==> src/rtl/bcd_disp_pkg.sv <==
// rtl/bcd_disp_pkg.sv - shared types, segment constants and BCD-to-segment decode
package bcd_disp_pkg;

  typedef enum logic [1:0] {
    IDLE    = 2'd0,
    PRESSED = 2'd1,
    RELEASE = 2'd2
  } btn_state_t;

  // Active-low segments {g,f,e,d,c,b,a}; all-ones turns every segment off.
  localparam logic [6:0] SEG_BLANK = 7'h7F;

  localparam logic [6:0] SEG_LUT [0:9] = '{
    7'h40, 7'h79, 7'h24, 7'h30, 7'h19,
    7'h12, 7'h02, 7'h78, 7'h00, 7'h10
  };

  // Non-BCD nibbles show as blank rather than a misleading glyph.
  function automatic logic [6:0] bcd_to_seg(input logic [3:0] nibble);
    if (nibble > 4'd9) return SEG_BLANK;
    return SEG_LUT[nibble];
  endfunction

endpackage

==> src/rtl/bcd_counter_display_btn_pulse.sv <==
// rtl/bcd_counter_display_btn_pulse.sv - button synchroniser, debouncer and press/release pulse FSM
module btn_pulse
  import bcd_disp_pkg::*;
#(
  parameter int DEBOUNCE_CYCLES = 16
) (
  input  logic clk,
  input  logic reset,
  input  logic btn_raw,
  output logic pulse
);

  localparam int TW = (DEBOUNCE_CYCLES > 2) ? $clog2(DEBOUNCE_CYCLES) : 1;

  logic          sync1, sync2;
  logic          level;
  logic [TW-1:0] timer;
  btn_state_t    state_q, state_d;

  // Two-flop synchroniser for the asynchronous button pin.
  always_ff @(posedge clk or posedge reset) begin
    if (reset) begin
      sync1 <= 1'b0;
      sync2 <= 1'b0;
    end else begin
      sync1 <= btn_raw;
      sync2 <= sync1;
    end
  end

  // Accept a new level only after it has differed from the current one for a full window;
  // any bounce back to the current level restarts the window.
  always_ff @(posedge clk or posedge reset) begin
    if (reset) begin
      level <= 1'b0;
      timer <= '0;
    end else if (sync2 == level) begin
      timer <= '0;
    end else if (timer == TW'(DEBOUNCE_CYCLES - 1)) begin
      level <= sync2;
      timer <= '0;
    end else begin
      timer <= timer + TW'(1);
    end
  end

  // Button FSM state register.
  always_ff @(posedge clk or posedge reset) begin
    if (reset) state_q <= IDLE;
    else       state_q <= state_d;
  end

  // Next state and pulse: one pulse per full press-and-release.
  always_comb begin
    state_d = state_q;
    pulse   = 1'b0;
    case (state_q)
      IDLE:    if (level)  state_d = PRESSED;
      PRESSED: if (!level) state_d = RELEASE;
      RELEASE: begin
        pulse   = 1'b1;
        state_d = IDLE;
      end
      default: state_d = IDLE;
    endcase
  end

endmodule

==> src/rtl/bcd_counter_display.sv <==
// rtl/bcd_counter_display.sv - BCD up/down counter with scanned 7-segment display; LEADING_ZERO_BLANK_EN blanks leading zeros
module bcd_counter_display
  import bcd_disp_pkg::*;
#(
  parameter int NUM_DIGITS      = 4,
  parameter int DEBOUNCE_CYCLES = 16,
  parameter int SCAN_CYCLES     = 1024
) (
  input  logic                    clk,
  input  logic                    reset,
  input  logic                    btn_up,
  input  logic                    btn_down,
  input  logic                    clear,
  output logic [6:0]              ssg_d,
  output logic [NUM_DIGITS-1:0]   ssg_en,
  output logic [4*NUM_DIGITS-1:0] count_bcd,
  output logic                    wrap
);

  localparam int IDX_W = (NUM_DIGITS > 1) ? $clog2(NUM_DIGITS) : 1;
  localparam int PS_W  = (SCAN_CYCLES > 2) ? $clog2(SCAN_CYCLES) : 1;

  logic                    up_pulse, down_pulse;
  logic [4*NUM_DIGITS-1:0] count_q, inc_val, dec_val;
  logic                    inc_wrap, dec_wrap;
  logic [PS_W-1:0]         prescale;
  logic [IDX_W-1:0]        idx;
  logic [NUM_DIGITS-1:0]   blank_mask;

  btn_pulse #(.DEBOUNCE_CYCLES(DEBOUNCE_CYCLES)) u_btn_up (
    .clk(clk), .reset(reset), .btn_raw(btn_up), .pulse(up_pulse)
  );

  btn_pulse #(.DEBOUNCE_CYCLES(DEBOUNCE_CYCLES)) u_btn_down (
    .clk(clk), .reset(reset), .btn_raw(btn_down), .pulse(down_pulse)
  );

  // Ripple carry/borrow through the digits; a carry or borrow out of the top digit is a full wrap.
  always_comb begin
    logic carry, borrow;
    carry   = 1'b1;
    borrow  = 1'b1;
    inc_val = count_q;
    dec_val = count_q;
    for (int i = 0; i < NUM_DIGITS; i++) begin
      if (carry) begin
        if (count_q[4*i +: 4] == 4'd9) inc_val[4*i +: 4] = 4'd0;
        else begin
          inc_val[4*i +: 4] = count_q[4*i +: 4] + 4'd1;
          carry = 1'b0;
        end
      end
      if (borrow) begin
        if (count_q[4*i +: 4] == 4'd0) dec_val[4*i +: 4] = 4'd9;
        else begin
          dec_val[4*i +: 4] = count_q[4*i +: 4] - 4'd1;
          borrow = 1'b0;
        end
      end
    end
    inc_wrap = carry;
    dec_wrap = borrow;
  end

  // Count register: clear wins, opposing pulses cancel, wrap pulses for a single cycle.
  always_ff @(posedge clk or posedge reset) begin
    if (reset) begin
      count_q <= '0;
      wrap    <= 1'b0;
    end else if (clear) begin
      count_q <= '0;
      wrap    <= 1'b0;
    end else begin
      wrap <= 1'b0;
      if (up_pulse && !down_pulse) begin
        count_q <= inc_val;
        wrap    <= inc_wrap;
      end else if (down_pulse && !up_pulse) begin
        count_q <= dec_val;
        wrap    <= dec_wrap;
      end
    end
  end

  assign count_bcd = count_q;

`ifdef LEADING_ZERO_BLANK_EN
  // A digit above digit 0 is blank when it and every higher digit are zero.
  always_comb begin
    logic hi_zero;
    hi_zero    = 1'b1;
    blank_mask = '0;
    for (int i = NUM_DIGITS - 1; i > 0; i--) begin
      hi_zero       = hi_zero & (count_q[4*i +: 4] == 4'd0);
      blank_mask[i] = hi_zero;
    end
  end
`else
  assign blank_mask = '0;
`endif

  // Scan prescaler and digit index.
  always_ff @(posedge clk or posedge reset) begin
    if (reset) begin
      prescale <= '0;
      idx      <= '0;
    end else if (prescale == PS_W'(SCAN_CYCLES - 1)) begin
      prescale <= '0;
      if (idx == IDX_W'(NUM_DIGITS - 1)) idx <= '0;
      else                               idx <= idx + IDX_W'(1);
    end else begin
      prescale <= prescale + PS_W'(1);
    end
  end

  // Registered display outputs so enables and segments switch together.
  always_ff @(posedge clk or posedge reset) begin
    if (reset) begin
      ssg_en <= '1;
      ssg_d  <= SEG_BLANK;
    end else begin
      ssg_en <= ~(NUM_DIGITS'(1) << idx);
      ssg_d  <= blank_mask[idx] ? SEG_BLANK : bcd_to_seg(count_q[4*idx +: 4]);
    end
  end

endmodule
==> config.mk <==
export PLATFORM = sky130hd
export DESIGN_NAME = bcd_counter_display
export DESIGN_NICKNAME = d
export VERILOG_FILES = /design/src/rtl/bcd_disp_pkg.sv /design/src/rtl/bcd_counter_display_btn_pulse.sv /design/src/rtl/bcd_counter_display.sv
export SDC_FILE = /design/constraint.sdc
export NUM_CORES = 1
export LEC_CHECK = 0
export CAP_MARGIN = 20
export CORE_UTILIZATION = 57
export CTS_CLUSTER_DIAMETER = 60
export DETAILED_ROUTE_END_ITERATION = 10
export MAX_ROUTING_LAYER = met4
export PLACE_DENSITY = 0.8
export SYNTH_ARGS = -nofsm -noshare
export SYNTH_HDL_FRONTEND = slang
export SYNTH_SLANG_ARGS = --single-unit
export TNS_END_PERCENT = 50
==> constraint.sdc <==
create_clock -name clk -period 2.48 [get_ports clk]
set_input_delay 0.496 -clock clk [delete_from_list [all_inputs] [get_ports clk]]
set_output_delay 0.496 -clock clk [all_outputs]
set_load 0.01 [all_outputs]
==> flow_results.org <==
** Status
- The flow ran to the end, and the final reports show no timing, DRC or antenna violations.

** Yosys
- Yosys top cell by area :: sky130_fd_sc_hd__dfrtp_1
- In the synthesized netlist, the cells that appear most often are sky130_fd_sc_hd__dfrtp_1, sky130_fd_sc_hd__nor2_1, sky130_fd_sc_hd__ha_1.
- Of the synthesized area, sequential elements account for 0.436.
- For this run, the leading register cell type out of synthesis is sky130_fd_sc_hd__dfrtp_1.
- By area the synthesized netlist is led by sky130_fd_sc_hd__dfrtp_1, sky130_fd_sc_hd__ha_1, sky130_fd_sc_hd__dfstp_2.
- Syn Inst Count :: 334
- Synth top area share :: 0.350
- The number of nets handed over by synthesis was 364.
- During synthesis, Yosys emitted a total of 0 warnings.
- Each instance of the synthesized netlist takes up on average 10.1 um^2.
- Syn Std Cell Area :: 3360 um^2
- Most common cell in the synthesized netlist :: sky130_fd_sc_hd__dfrtp_1
- Synth unique cells :: 64
- Counting flops with a built-in enable in the synthesized netlist gives 0.
- In the synthesized netlist the async set-or-reset flop fraction comes to 1.00.
- Synthesis inferred 58 register bits.

** Hold path
- The min-delay analysis places its worst path in the category reg2reg.
- WHS Endpoint :: u_btn_up.sync2
- Startpoint of the most critical hold path :: u_btn_up.sync1
- Hold Path Stages :: 0

** Timing
- Slew Viols, Final :: 0
- The clock period could shrink to 2290 ps.
- Setup TNS Final :: 0 ps
- Setup repair after global routing missed its margin :: false
- Share of the cycle needed by the critical path after routing :: 0.925
- For the pin with the worst max-slew slack, the measured transition is 739 ps.
- Between clock sinks in the finished design, the worst skew comes to 6.57 ps.
- Worst hold margin :: 354 ps
- Number of hold-slack violations in the final timing report :: 0
- Max Clk Rate :: 0.436 GHz
- Count of endpoints failing setup in the final report :: 0
- The worst pin sits at a relative slew slack of 0.506.

** Power
- Leak :: 1.67 nW
- Largest vdd supply drop :: 0.415 mV
- Total power per unit cell area :: 478 nW/um^2

** Critical path
- STA classifies the critical path startpoint as a flop.
- The startpoint identified for the worst register-to-register timing path is count_bcd[0].
- Slowest cell on the critical path :: sky130_fd_sc_hd__dfrtp_1
- On the worst path, the slowest cell contributes a delay of 450 ps.
- Worst reg2reg path endpoint :: count_bcd[13]
- Crit path required time :: 2660 ps
- The worst setup path is of the reg2reg kind.
- Highest net fanout along the worst path :: 7
- Counting cells, the worst reg-to-reg path comes to 7.
- Setup slack of the worst register-to-register path :: 190 ps
- Arrival time of the worst setup path :: 2480 ps
- Critical Path Source :: count_bcd[0]
- Walking the worst path, the cells encountered are inv_1 -> ha_1 -> or3b_4 -> nor4_4 -> nand2_1 -> a221oi_1 -> a311oi_1.
- STA classifies the critical path endpoint as a flop.

** Clock tree
- The cell sitting at the root of the clock tree is a sky130_fd_sc_hd__clkbuf_8.
- Number of clock buffers inserted by TritonCTS :: 9
- Once the clock tree was built, the resizer swapped 0 gates to a different size.
- Clock tree from TritonCTS :: done
- Number of buffers added for setup after CTS :: 0
- Clock-pin slew was measured on the worst setup and hold paths at 60 ps.
- Worst-Skew Late Latency :: 340 ps
- CTS HTree Levels :: 3
- Number of buffers inserted by hold repair at cts :: 0
- Count of clock tree sinks :: 58
- Buffer levels on the longest clock path :: 2

** Route
- Using the TritonRoute via totals, the vias-per-cell ratio works out to 5.92.
- The first detailed-routing pass took 4 iterations.
- Detail-routed net length per standard cell :: 15.1 um
- The detail route stage leaves a number of antenna-violating nets equal to 0.
- Total wirelength of the detailed-routed design :: 6750 um
- Detailed routing inserted a total of 2,652 vias.
- Drt first-iter violations :: 91
- For this run, design rule violations remaining after detail routing come to 0.

** Placed design
- After detailed placement, the design holds a cell count of 432.
- # port buffers :: 32
- Detailed placement ended at an HPWL of 4670 um.
- The congestion estimate from routability-driven global placement came to 0.977.
- Standard cell area after detailed placement :: 3750 um^2

** Die
- Overall die area :: 6200 um^2
- Cell Rows :: 27
- Initial core utilization :: 0.599
- Die boundary width :: 78.8 um
- Chip Height :: 78.8 um
- 33 I/O pins were placed.
- Area of the core :: 5610 um^2

** Global routing
- The global routing stage identified its most utilized layer as met2.
- Initial antenna violation count :: 0
- The number of global-route vias before repair is 2,485.
- Global-route wire length before repair :: 11,500 um
- Met1 routing resource usage after global routing :: 0.315
- Gr ovfl total :: 0
- In the global route stage, met2 resource usage came out at 0.377.
- In the global route stage, overall resource usage came out at 0.251.
- For met3 alone, demand over resource in global routing was 0.0552.
- Maximum number of pins on one net before global-route repair :: 38

** Final layout
- Share of final-layout standard cells stronger than drive strength 1 :: 0.138
- 0 antenna diodes ended up in the layout.
- The final layout contains 401 nets.
- Count of placed standard cells in the final layout, fillers left out :: 448
- Relative to the synthesized area, the layout overhead comes to 17.5%.
- Summing all non-filler instances in the final layout gives an area of 3950 um^2.

** Run
- Max Cap Viol :: 0
[flip-flops by register name, summed over array words and instances, names as in the netlist, 2 cells and up]
| register | cells |
|---|---|
| prescale | 10 |
| u_btn_up.timer | 4 |
| idx | 2 |
| count_bcd | 16 |
| u_btn_down.state_q | 2 |
| u_btn_down.timer | 4 |
| ssg_d | 7 |
| ssg_en | 4 |
| u_btn_up.state_q | 2 |
[metal layers]
layer  wire (um)  vias up
li1            -     1273
met1        2980     1260
met2        3120       98
met3         457       21
met4         205        0
met5           0        -
[kinds of logic after synthesis]
group	share of synthesized area
AO/OA/AOI/OAI	0.158
AND/OR/NAND/NOR	0.193
multiplexers	0.0410
adder cells (fa/ha/maj)	0.0931
buffers and inverters	0.0507
XOR/XNOR	0.0287
flip-flops	0.436
[how the worst max path moves through the flow]
stage	depth (start not counted)	slack [ps]	endpoint
after global placement	7	300	count_bcd[15]
after global routing	7	50	count_bcd[15]
after floorplan	7	400	count_bcd[13]
after CTS	7	200	count_bcd[13]
final	7	190	count_bcd[13]
after detailed placement	7	210	count_bcd[13]
[stage by stage]
step,util,power (mW),setup slack [ps]
after global routing,0.703,1.97,47.5
after floorplan,-,1.02,401
after global placement,0.669,1.04,301
after detailed placement,0.669,1.04,212
final,0.703,1.89,185
after CTS,0.703,1.91,201
[worst max-delay path: cells and delay by family, from the launching register on]
family | cells | cell delay (ps)
simple gates | 3 | 900
flops | 1 | 450
compound gates | 2 | 420
fa+ha+maj | 1 | 250
buf+inv | 1 | 130
[area by class of cell]
cell class,count,area [um^2]
Multi-Input combinational cell,240,1720
Clock buffer,11,141
Tap cell,72,90.1
Timing Repair Buffer,39,385
Fill cell,415,1660
Inverter,23,86.3
Sequential cell,58,1470
Clock inverter,5,53.8
[cell usage in the layout (no fill, tap or decap), types with 5 or more instances in the layout]
cell type | Yosys | routed
sky130_fd_sc_hd__dfrtp_1 | 47 | 47
sky130_fd_sc_hd__nand2b_1 | 7 | 7
sky130_fd_sc_hd__nand2_1 | 19 | 19
sky130_fd_sc_hd__xnor2_1 | 8 | 8
sky130_fd_sc_hd__nor3_1 | 7 | 7
sky130_fd_sc_hd__ha_1 | 25 | 25
sky130_fd_sc_hd__clkdlybuf4s50_1 | 0 | 32
sky130_fd_sc_hd__nand3_1 | 19 | 19
sky130_fd_sc_hd__a21oi_1 | 21 | 21
sky130_fd_sc_hd__nor2_1 | 30 | 30
sky130_fd_sc_hd__a211oi_1 | 6 | 6
sky130_fd_sc_hd__clkbuf_8 | 1 | 10
sky130_fd_sc_hd__dfstp_2 | 11 | 11
sky130_fd_sc_hd__o21ai_0 | 15 | 15
sky130_fd_sc_hd__buf_4 | 1 | 6
sky130_fd_sc_hd__inv_1 | 23 | 22
sky130_fd_sc_hd__nor2b_1 | 6 | 6
sky130_fd_sc_hd__nor3b_1 | 5 | 5
[power breakdown]
part / switching [mW] / internal (mW)
Clock: 0.373 / 0.488
Combinational: 0.0347 / 0.0215
Sequential: 0.00992 / 0.959
Total: 0.417 / 1.47
(Power assumes the default switching activity.)
